File: src/rtl/fir_pkg.sv
// Shared types and constants for the 4-tap FIR sequencing controller:
// FSM states, datapath opcodes, register-file map and the output decoder.
package fir_pkg;

  typedef enum logic [3:0] {
    ST_IDLE  = 4'd0,
    ST_LOADC = 4'd1,
    ST_STORE = 4'd2,
    ST_SHIFT = 4'd3,
    ST_ZERO  = 4'd4,
    ST_MUL   = 4'd5,
    ST_ACC   = 4'd6,
    ST_DONE  = 4'd7,
    ST_EIDLE = 4'd8
  } state_t;

  localparam logic [2:0] OP_NOP   = 3'b000;
  localparam logic [2:0] OP_COPY  = 3'b001;
  localparam logic [2:0] OP_LOAD1 = 3'b010;
  localparam logic [2:0] OP_LOAD2 = 3'b011;
  localparam logic [2:0] OP_ADD   = 3'b100;
  localparam logic [2:0] OP_SUB   = 3'b101;
  localparam logic [2:0] OP_MUL   = 3'b110;

  localparam logic [3:0] R_RESULT = 4'd0;
  localparam logic [3:0] R_WIN0   = 4'd1;
  localparam logic [3:0] R_SAMPLE = 4'd5;
  localparam logic [3:0] R_COEFF0 = 4'd6;
  localparam logic [3:0] R_PROD   = 4'd10;

  typedef struct packed {
    logic       modwait;
    logic [2:0] op;
    logic [3:0] src1;
    logic [3:0] src2;
    logic [3:0] dest;
    logic       cnt_up;
    logic       err;
  } ctrl_t;

  // Moore decode of the control word for a given state, index and latched coefficient number.
  function automatic ctrl_t decode_ctrl(input state_t st, input logic [1:0] idx,
                                        input logic [1:0] cnum);
    ctrl_t c;
    c = '0;
    case (st)
      ST_IDLE: begin
        c = '0;
      end
      ST_LOADC: begin
        c.modwait = 1'b1;
        c.op      = OP_LOAD2;
        c.dest    = R_COEFF0 + {2'b00, cnum};
      end
      ST_STORE: begin
        c.modwait = 1'b1;
        c.op      = OP_LOAD1;
        c.dest    = R_SAMPLE;
      end
      ST_SHIFT: begin
        c.modwait = 1'b1;
        c.op      = OP_COPY;
        if (idx == 2'd3) begin
          c.src1 = R_SAMPLE;
          c.dest = R_WIN0;
        end else begin
          c.src1 = 4'd3 - {2'b00, idx};
          c.dest = 4'd4 - {2'b00, idx};
        end
      end
      ST_ZERO: begin
        c.modwait = 1'b1;
        c.op      = OP_SUB;
        c.src1    = R_RESULT;
        c.src2    = R_RESULT;
        c.dest    = R_RESULT;
      end
      ST_MUL: begin
        c.modwait = 1'b1;
        c.op      = OP_MUL;
        c.src1    = R_WIN0 + {2'b00, idx};
        c.src2    = R_COEFF0 + {2'b00, idx};
        c.dest    = R_PROD;
      end
      ST_ACC: begin
        c.modwait = 1'b1;
        c.op      = OP_ADD;
        c.src1    = R_RESULT;
        c.src2    = R_PROD;
        c.dest    = R_RESULT;
      end
      ST_DONE: begin
        c.modwait = 1'b1;
        c.cnt_up  = 1'b1;
      end
      ST_EIDLE: begin
        c.err = 1'b1;
      end
      default: begin
        c = '0;
      end
    endcase
    return c;
  endfunction

endpackage

File: src/rtl/fir_controller.sv
// Sequencer for a 4-tap FIR datapath: loads coefficients, shifts the sample
// window and issues the multiply/accumulate opcode stream for each sample.
module fir_controller
  import fir_pkg::*;
(
  input  logic       clk,
  input  logic       n_reset,
  input  logic       dr,
  input  logic       load_coeff,
  input  logic [1:0] coefficient_num,
  input  logic       overflow,
  output logic       modwait,
  output logic [2:0] op,
  output logic [3:0] src1,
  output logic [3:0] src2,
  output logic [3:0] dest,
  output logic       cnt_up,
  output logic       err
);

  state_t     state_r, state_s;
  logic [1:0] idx_r, idx_s;
  logic [1:0] cnum_r, cnum_s;
  ctrl_t      ctrl_r, ctrl_s;

  // State, index, coefficient number and output register.
  always_ff @(posedge clk or negedge n_reset) begin
    if (!n_reset) begin
      state_r <= ST_IDLE;
      idx_r   <= 2'd0;
      cnum_r  <= 2'd0;
      ctrl_r  <= '0;
    end else begin
      state_r <= state_s;
      idx_r   <= idx_s;
      cnum_r  <= cnum_s;
      ctrl_r  <= ctrl_s;
    end
  end

  // Next-state and index logic; idx only returns to 0 through an explicit reload.
  always_comb begin
    state_s = state_r;
    idx_s   = idx_r;
    cnum_s  = cnum_r;
    case (state_r)
      ST_IDLE, ST_EIDLE: begin
        if (load_coeff) begin
          state_s = ST_LOADC;
          cnum_s  = coefficient_num;
        end else if (dr) begin
          state_s = ST_STORE;
        end else begin
          state_s = state_r;
        end
      end
      ST_LOADC: begin
        state_s = ST_IDLE;
      end
      ST_STORE: begin
        if (!dr) begin
          state_s = ST_EIDLE;
        end else begin
          state_s = ST_SHIFT;
          idx_s   = 2'd0;
        end
      end
      ST_SHIFT: begin
        if (idx_r == 2'd3) begin
          state_s = ST_ZERO;
        end else begin
          idx_s = idx_r + 2'd1;
        end
      end
      ST_ZERO: begin
        state_s = ST_MUL;
        idx_s   = 2'd0;
      end
      ST_MUL: begin
        state_s = ST_ACC;
      end
      ST_ACC: begin
        if (overflow) begin
          state_s = ST_EIDLE;
        end else if (idx_r != 2'd3) begin
          state_s = ST_MUL;
          idx_s   = idx_r + 2'd1;
        end else begin
          state_s = ST_DONE;
        end
      end
      ST_DONE: begin
        state_s = ST_IDLE;
      end
      default: begin
        state_s = ST_IDLE;
        idx_s   = 2'd0;
      end
    endcase
  end

  // Outputs are registered from the decode of the next state, so they track the current state.
  always_comb begin
    ctrl_s = decode_ctrl(state_s, idx_s, cnum_s);
  end

  assign modwait = ctrl_r.modwait;
  assign op      = ctrl_r.op;
  assign src1    = ctrl_r.src1;
  assign src2    = ctrl_r.src2;
  assign dest    = ctrl_r.dest;
  assign cnt_up  = ctrl_r.cnt_up;
  assign err     = ctrl_r.err;

endmodule
File: config.mk
export PLATFORM = sky130hd
export DESIGN_NAME = fir_controller
export DESIGN_NICKNAME = d
export VERILOG_FILES = /design/src/rtl/fir_pkg.sv /design/src/rtl/fir_controller.sv
export SDC_FILE = /design/constraint.sdc
export NUM_CORES = 1
export LEC_CHECK = 0
export ABC_AREA = 1
export BUFFER_PORTS_ARGS = -buffer_cell sky130_fd_sc_hd__buf_2
export CAP_MARGIN = 20
export CORE_MARGIN = 2
export CORE_UTILIZATION = 53
export CTS_CLUSTER_DIAMETER = 80
export DETAILED_ROUTE_END_ITERATION = 12
export HOLD_SLACK_MARGIN = 0.03
export MAX_ROUTING_LAYER = met4
export PLACE_DENSITY = 0.87
export SKIP_LAST_GASP = 1
export SLEW_MARGIN = 0
export SYNTH_ARGS = -nofsm -noshare
export SYNTH_HDL_FRONTEND = slang
export SYNTH_SLANG_ARGS = --single-unit
File: constraint.sdc
create_clock -name clk -period 2.3 [get_ports clk]
set_clock_uncertainty 0.1 [all_clocks]
set_input_delay 0.23 -clock clk [delete_from_list [all_inputs] [get_ports clk]]
set_output_delay 0.23 -clock clk [all_outputs]
set_load 0.02 [all_outputs]
==> results.sh, run 1 <==
export IMPL_synth_nets=155
export IMPL_slowest_delay_ps=480
export IMPL_grt_pass1_wl_mm=4.036
export IMPL_finalNetCount=184
export IMPL_cp_slowest_cell="dfrtp_1"
export IMPL_hold_violations=0
export IMPL_synth_distinct_cells=22
export IMPL_reg2reg_depth=8
export IMPL_cpMostUsedCell="nand2_1"
export IMPL_clock_path_buffers=2
export IMPL_row_count=17
export IMPL_core_area_um2=2212
export IMPL_finalCriticalPeriod_ps=1831
export IMPL_r2r_start="idx_r[0]"
export IMPL_synth_seq_cells=23
export IMPL_rsz0062_at_grt="false"
export IMPL_crit_chain="inv_1 -> nand2_1 -> nand3_1 -> nand2_1 -> nor2_1 -> ha_1 -> a21oi_1 -> nand2_1"
export IMPL_cts_tree="done"
export IMPL_dr_total_vias=1059
export IMPL_cts_root_buffer="clkbuf_4"
export IMPL_dp_hpwl_mm=1.931
export IMPL_outcome="finished clean"
export IMPL_finalCritPeriodShare_pct=79.61
export IMPL_seq_area_frac_synth_pct=46.70
export IMPL_synthesis_area_um2=1232
export IMPL_grt_use_total_pct=20.67
export IMPL_dr_pass1_iters=4
export IMPL_cts_sinks=23
export IMPL_clkTransAtPathRegs_ps=120
export IMPL_setup_viol=0
export IMPL_cellLeakagePower_nw=0.8484
export IMPL_avgRoutedWirePerCell_um=12.27
export IMPL_worstHoldStart="coefficient_num[0]"
export IMPL_power_density_nw_per_um2=1087
export IMPL_routed_wl_mm=2.467
export IMPL_grt_max_degree=24
export IMPL_cts_resized=0
export IMPL_initial_core_util_pct=55.71
export IMPL_instances_no_fill=201
export IMPL_drc=0
export IMPL_max_cap_violations=0
export IMPL_syn2layout_area_growth_pct=15.43
export IMPL_p_total_mw=1.547
export IMPL_antenna_found_initial=0
export IMPL_critPathKind="register to register"
export IMPL_numCtsBuffers=3
export IMPL_arrival_ps=1930
export IMPL_drv_slew=0
export IMPL_worstHoldEndpoint="dest[0]"
export IMPL_die_x_um=52.22
export IMPL_final_layout_size_suffix_gt1_share_pct=31.21
export IMPL_place_gp_congestion=0.8902
export IMPL_syn_area_per_cell_um2=8.500
export IMPL_crit_fanout=7
export IMPL_overflow=0
export IMPL_ys_warnings_count=0
export IMPL_dp_cells=195
export IMPL_reg2reg_slack_ps=470
export IMPL_peakVddDrop_mv=0.7100
export IMPL_pin_count=25
export IMPL_dr_first_iter_drc_count=53
export IMPL_fmax_ghz=0.5461
export IMPL_tns_ps=0
export IMPL_worst_setup_path_end_kind="register"
export IMPL_htree_levels=1
export IMPL_die_area_um2=2727
export IMPL_whs_path_depth=5
export IMPL_hp_class="input pin to register"
export IMPL_viasPerCell=5.269
export IMPL_ant_nets=0
export IMPL_critPathLaunchType="register"
export IMPL_whs_ps=121.1
export IMPL_first_global_vias=944
export IMPL_rr_endpoint="dest[1]"
export IMPL_die_h_um=52.22
export IMPL_netlist_instances=145
export IMPL_io_buffer_count=23
export IMPL_crit_required_ps=2400
export IMPL_final_util_pct=64.31
export IMPL_n_antenna_cell=0
export IMPL_clk_latency_ps=300
-- metrics by stage --
stage	area, um2	setup WS, ps
after floorplan	1232	659.7
after global placement	1375	534.6
after detailed placement	1375	504.2
after CTS	1413	480.4
after global routing	1423	309.1
final	1423	468.9
-- report_power, final --
group	switching, mW	total, mW	internal [mW]
sequential	0.0768	0.591	0.515
combinational	0.538	0.777	0.239
clock	0.113	0.178	0.0647
total	0.728	1.55	0.818
-- cell usage after synthesis, drive strengths merged --
library cell	number	area, um2
dfrtp	23	575.6
buf	1	7.510
nand2	47	191.4
ha	3	37.54
nor2	16	106.4
nand4	9	56.30
or2	1	6.260
a21oi	2	10.01
nand3b	1	7.510
o21ai	1	5.000
o211ai	2	15.01
conb	1	3.750
nand3	18	135.1
inv	20	75.07
-- sequential cells by signal, summed over array words and instances, names as in the netlist --
name	count
op	3
cnt_up	1
modwait	1
idx_r	2
state_r	4
src1	3
dest	4
src2	4
err	1
-- placed cells by master (no fill, tap or decap), types with 3 or more instances in the layout --
| cell type | netlist | layout |
|---|---|---|
| nand2_1 | 43 | 43 |
| dfrtp_1 | 23 | 23 |
| buf_2 | 0 | 23 |
| inv_1 | 12 | 12 |
| nand3_1 | 12 | 12 |
| nand4_1 | 9 | 9 |
| inv_2 | 8 | 8 |
| nor2_1 | 7 | 7 |
| nor2_2 | 6 | 6 |
| nand3_2 | 4 | 4 |
| nand2_2 | 3 | 3 |
| ha_1 | 3 | 3 |
| clkbuf_4 | 0 | 3 |
-- cells by family after synthesis --
family                     Yosys count  synth area share, %
and+or+nand+nor                     92                40.81
adders and majority gates            3                3.046
DFF                                 23                46.70
other                                1               0.3043
buffers and inverters               21                6.701
AOI/OAI and AO/OA                    5                2.436
-- metal layers --
metal	global-route usage, %	up-vias	share of wire (%)	wire, um
li1	-	520	-	-
met1	26.22	499	42	1035
met2	33.76	35	50	1242
met3	2.286	5	6.2	154
met4	8.974	0	1.4	34
met5	-	-	0	0
-- worst max path at each step --
stage	startpoint	endpoint	slack, ps	cells after the start
6_report	idx_r[0]	dest[1]	470	8
5_1_grt	idx_r[1]	dest[0]	310	11
4_1_cts	idx_r[0]	dest[1]	480	8
3_5_place_dp	idx_r[0]	dest[1]	500	8
3_3_place_gp	state_r[2]	dest[1]	530	8
2_1_floorplan	state_r[0]	dest[1]	660	9
-- critical path: cells and delay by family (launching register included) --
kind	cells	cell delay (ps)
simple gates	5	550
compound gates	1	150
fa+ha+maj	1	310
flops	1	480
buf+inv	1	130
-- what timing repair did --
| item | in CTS | in global routing |
|---|---|---|
| hold endpoints to repair | 23 | 1 |
| hold buffers | 1 | 1 |
| buffers inserted | 0 | 0 |
| setup endpoints to repair | 0 | 0 |
-- area by class of cell --
type / count / area, um2
inverter: 20 / 75.07
tap: 28 / 35.03
clock inverter: 1 / 5.005
timing repair buffer: 25 / 135.1
multi-input combinational: 101 / 574.3
fill: 178 / 789.5
sequential: 23 / 575.6
clock buffer: 3 / 22.52
(Power assumes the default switching activity.)
==> run 2: changes to the inputs <==
- clock period: 2.3 -> 1.8 ns (I/O delays scaled with it)
==> results.sh, run 2 (same netlist as run 1, synthesis figures left out) <==
export IMPL_outcome="finished clean"
export IMPL_ant_nets=0
export IMPL_avgRoutedWirePerCell_um=12.59
export IMPL_cp_slowest_cell="dfrtp_2"
export IMPL_final_layout_size_suffix_gt1_share_pct=37.43
export IMPL_fmax_ghz=0.5669
export IMPL_arrival_ps=1860
export IMPL_clk_latency_ps=300
export IMPL_first_global_vias=1033
export IMPL_numCtsBuffers=3
export IMPL_crit_fanout=5
export IMPL_die_h_um=52.22
export IMPL_clkTransAtPathRegs_ps=110
export IMPL_path_depth=9
export IMPL_slowest_delay_ps=470
export IMPL_grt_util_met3_pct=4.857
export IMPL_crit_required_ps=1900
export IMPL_n_antenna_cell=0
export IMPL_finalCriticalPeriod_ps=1764
export IMPL_finalNetCount=190
export IMPL_die_area_um2=2727
export IMPL_drc=0
export IMPL_p_total_mw=2.075
export IMPL_drv_slew=0
export IMPL_rr_endpoint="dest[1]"
export IMPL_dr_pass1_iters=4
export IMPL_max_cap_violations=0
export IMPL_overflow=0
export IMPL_peakVddDrop_mv=1.036
export IMPL_clock_path_buffers=2
export IMPL_grt_max_degree=24
export IMPL_cts_root_buffer="clkbuf_4"
export IMPL_grt_pass1_wl_mm=4.284
export IMPL_endpoint="dest[1]"
export IMPL_place_gp_congestion=0.8958
export IMPL_pin_count=25
export IMPL_cts_tree="done"
export IMPL_core_area_um2=2212
export IMPL_final_cell_mix="nand2_1, buf_2, dfrtp_1"
export IMPL_path_buf_inv=1
export IMPL_die_x_um=52.22
export IMPL_finalCritPeriodShare_pct=98.00
export IMPL_crit_chain="inv_2 -> nand2_1 -> nor2_4 -> nand3_1 -> nand2_2 -> nor2_4 -> ha_1 -> a21oi_1 -> nand2_1"
export IMPL_row_count=17
export IMPL_viasPerCell=5.309
export IMPL_final_util_pct=67.53
export IMPL_hp_class="input pin to register"
export IMPL_antenna_found_initial=0
export IMPL_critPathKind="register to register"
export IMPL_critPathLaunch="state_r[0]"
export IMPL_path_delay_family="simple AND/OR/NAND/NOR gates"
export IMPL_r2r_start="state_r[0]"
export IMPL_grt_util_met2_pct=34.18
export IMPL_hold_violations=0
export IMPL_busiest_layer="met2"
export IMPL_dpl_cell_area_um2=1383
export IMPL_setup_viol=0
export IMPL_syn2layout_area_growth_pct=21.22
export IMPL_grt_use_total_pct=22.06
export IMPL_cts_sinks=23
export IMPL_htree_levels=1
export IMPL_routed_wl_mm=2.607
export IMPL_critPathLaunchType="register"
export IMPL_io_buffer_count=23
export IMPL_n_fill_cell=173
export IMPL_whs_path_depth=5
export IMPL_use_met1_pct=26.45
export IMPL_dr_first_iter_drc_count=35
export IMPL_initial_core_util_pct=55.71
export IMPL_stdcell_area_um2=1494
export IMPL_power_density_nw_per_um2=1389
export IMPL_worst_setup_path_end_kind="register"
export IMPL_dp_hpwl_mm=1.991
export IMPL_reg2reg_depth=9
export IMPL_cellLeakagePower_nw=0.8718
export IMPL_reg2reg_slack_ps=40
export IMPL_layout_commonest_cell="nand2_1"
export IMPL_dr_total_vias=1099
-- run 2: cell count changes in the layout (fill, tap and decap cells not counted), sizes merged --
cell	before	now
buf	23	29
clkbuf	3	4
clkinv	1	0
-- run 2: final cells by class --
cell class | instances | area (um2) | share of cell area (%)
Clock buffer | 4 | 26.28 | 1.759
Inverter | 20 | 75.07 | 5.025
Sequential cell | 23 | 580.6 | 38.86
Multi-Input combinational cell | 101 | 596.8 | 39.95
Tap cell | 28 | 35.03 | 2.345
Timing Repair Buffer | 31 | 180.2 | 12.06
-- run 2: stage by stage --
stage	hold slack, ps	worst slack, ps	instances	TNS (ps)
floorplan	-215.6	159.7	145	0
global placement	55.73	38.91	196	0
detailed placement	64.19	-22.18	196	-22.18
CTS	51.95	-20.34	202	-20.34
global route	76.20	-36.77	207	-36.77
finish	70.65	36.05	207	0
-- run 2: where the power goes --
group	total, mW	switching, mW	leakage [nW]	internal (mW)
combinational	1.09	0.739	0.555	0.356
clock	0.220	0.134	0.0150	0.0864
sequential	0.760	0.0952	0.302	0.665
-- run 2: worst min-delay path by stage --
stage                            start  endpoint  slack (ps)
global route        coefficient_num[0]   dest[0]          80
finish              coefficient_num[0]   dest[0]          70
CTS                 coefficient_num[0]   dest[0]          50
detailed placement             n_reset     op[1]          60
floorplan                      n_reset    cnt_up        -220
global placement               n_reset   dest[2]          60
-- run 2: timing repair --
| item | CTS | global route |
|---|---|---|
| buffers inserted | 0 | 5 |
| hold buffers | 2 | 0 |
| pin swaps | 0 | 3 |
| gates resized for setup | 2 | 9 |
| hold endpoints to repair | 24 | 0 |
| endpoints found under the setup margin | 2 | 5 |
-- run 2: worst register-to-register path, cell delays in order, from the launching register on --
cell and delay (ps):
dfrtp_2 470, inv_2 80, nand2_1 80, nor2_4 140
nand3_1 100, nand2_2 90, nor2_4 50, ha_1 340
a21oi_1 160, nand2_1 70
-- run 2: routing by layer --
metal	vias to the layer above	share of wire, %
met2	35	51
met4	0	1.4
met5	-	0
met1	529	43
li1	531	-
met3	4	4.8
==> run 3: changes to the inputs <==
--- a/config.mk
+++ b/config.mk
@@ -16,4 +16,5 @@
 export MAX_ROUTING_LAYER = met4
 export PLACE_DENSITY = 0.87
+export REMOVE_ABC_BUFFERS = 1
 export SKIP_LAST_GASP = 1
 export SLEW_MARGIN = 0
==> constraint.sdc (replaced) <==
create_clock -name clk -period 1.8 [get_ports clk]
set_clock_uncertainty 0.1 [all_clocks]
set_input_delay 0.18 -clock clk [delete_from_list [all_inputs] [get_ports clk]]
set_output_delay 0.18 -clock clk [all_outputs]
set_load 0.01 [all_outputs]
==> results.sh, run 3 (same netlist as run 1, synthesis figures left out) <==
export IMPL_whs_path_depth=5
export IMPL_initial_core_util_pct=55.71
export IMPL_place_gp_congestion=0.9379
export IMPL_drv_slew=0
export IMPL_dp_hpwl_mm=2.056
export IMPL_routed_wl_mm=2.801
export IMPL_io_buffer_count=23
export IMPL_core_area_um2=2212
export IMPL_cts_root_buffer="clkbuf_4"
export IMPL_peakVddDrop_mv=0.7646
export IMPL_cp_slowest_cell="dfrtp_2"
export IMPL_r2r_start="state_r[0]"
export IMPL_final_layout_size_suffix_gt1_share_pct=37.64
export IMPL_reg2reg_depth=9
export IMPL_layout_commonest_cell="nand2_1"
export IMPL_htree_levels=1
export IMPL_clk_latency_ps=320
export IMPL_slowest_delay_ps=470
export IMPL_cellLeakagePower_nw=0.8668
export IMPL_n_antenna_cell=0
export IMPL_cts_tree="done"
export IMPL_first_global_vias=1005
export IMPL_ant_nets=0
export IMPL_final_cell_mix="nand2_1, buf_2, dfrtp_1"
export IMPL_grt_max_degree=24
export IMPL_grt_pass1_wl_mm=4.491
export IMPL_row_count=17
export IMPL_finalCriticalPeriod_ps=1787
export IMPL_clkTransAtPathRegs_ps=120
export IMPL_setup_viol=0
export IMPL_drc=0
export IMPL_arrival_ps=1910
export IMPL_rr_endpoint="dest[1]"
export IMPL_worstHoldStart="coefficient_num[0]"
export IMPL_dr_pass1_iters=4
export IMPL_rsz0062_at_grt="true"
export IMPL_layout_setup_ws_ps=12.57
export IMPL_hold_violations=0
export IMPL_dr_first_iter_drc_count=33
export IMPL_power_density_nw_per_um2=1345
export IMPL_syn2layout_area_growth_pct=20.61
export IMPL_pre_cts_slack_ps=-20.27
export IMPL_viasPerCell=5.447
export IMPL_dr_total_vias=1122
export IMPL_avgRoutedWirePerCell_um=13.60
export IMPL_max_cap_violations=0
export IMPL_pin_count=25
export IMPL_grt_use_total_pct=23.45
export IMPL_cts_sinks=23
export IMPL_outcome="finished clean"
export IMPL_fmax_ghz=0.5595
export IMPL_crit_required_ps=1920
export IMPL_clock_path_buffers=2
export IMPL_finalCritPeriodShare_pct=99.30
export IMPL_crit_chain="inv_2 -> nand2_1 -> nor2_4 -> nand3_1 -> nand2_2 -> nor2_4 -> ha_1 -> a21oi_2 -> nand2_1"
export IMPL_final_util_pct=67.19
export IMPL_overflow=0
export IMPL_worstHoldEndpoint="dest[0]"
export IMPL_hp_class="input pin to register"
export IMPL_worst_setup_path_end_kind="register"
export IMPL_crit_fanout=5
export IMPL_die_x_um=52.22
export IMPL_numCtsBuffers=3
export IMPL_finalNetCount=189
export IMPL_critPathLaunchType="register"
export IMPL_antenna_found_initial=0
export IMPL_critPathKind="register to register"
export IMPL_reg2reg_slack_ps=10
export IMPL_die_h_um=52.22
export IMPL_die_area_um2=2727
[run 3: layout make-up]
cell class | count | area [um2]
Fill cell | 179 | 725.7
Inverter | 20 | 75.07
Clock buffer | 4 | 26.28
Sequential cell | 23 | 579.3
Multi-Input combinational cell | 101 | 598.1
Tap cell | 28 | 35.03
Timing Repair Buffer | 30 | 172.7
[run 3: per-layer routing]
layer / vias up / global-route usage [%] / part of all wire, %
li1: 529 / - / -
met1: 528 / 27.73 / 37
met2: 55 / 40.08 / 53
met3: 10 / 3.714 / 7.0
met4: 0 / 9.402 / 2.6
met5: - / - / 0
[run 3: stage by stage]
step | TNS (ps) | total power [mW] | instances | area [um2] | hold slack [ps]
after floorplan | 0 | 1.412 | 144 | 1225 | -215.6
after global placement | 0 | 1.635 | 196 | 1383 | 63.54
after detailed placement | -20.27 | 1.684 | 196 | 1383 | 72.55
after CTS | 0 | 1.934 | 202 | 1439 | 35.16
after global routing | -147.3 | 2.165 | 206 | 1486 | 62.18
final | 0 | 2.000 | 206 | 1486 | 41.25
[run 3: timing repair]
item                                    CTS  global route
endpoints found under the setup margin    1             5
pin swaps                                 0             2
endpoints found under the hold margin    24             0
hold buffers                              2             0
setup buffers                             0             4
gates resized for setup                   4             7
gates cloned                              0             0
[run 3: critical path, delay by kind of cell (launching register included)]
family | cells | cell delay (ps)
fa+ha+maj | 1 | 330
buf+inv | 1 | 80
compound gates | 1 | 150
simple gates | 6 | 560
flops | 1 | 470
[run 3: worst max path at each step]
stage	from	endpoint	slack (ps)
2_1_floorplan	state_r[0]	dest[1]	160
3_3_place_gp	idx_r[0]	dest[1]	60
3_5_place_dp	state_r[3]	dest[1]	-20
4_1_cts	idx_r[1]	dest[0]	20
5_1_grt	state_r[0]	dest[1]	-60
6_report	state_r[0]	dest[1]	10
[run 3: power breakdown]
group,switching [mW],internal (mW)
combinational,0.653,0.344
sequential,0.0994,0.663
clock,0.154,0.0869
total,0.906,1.09
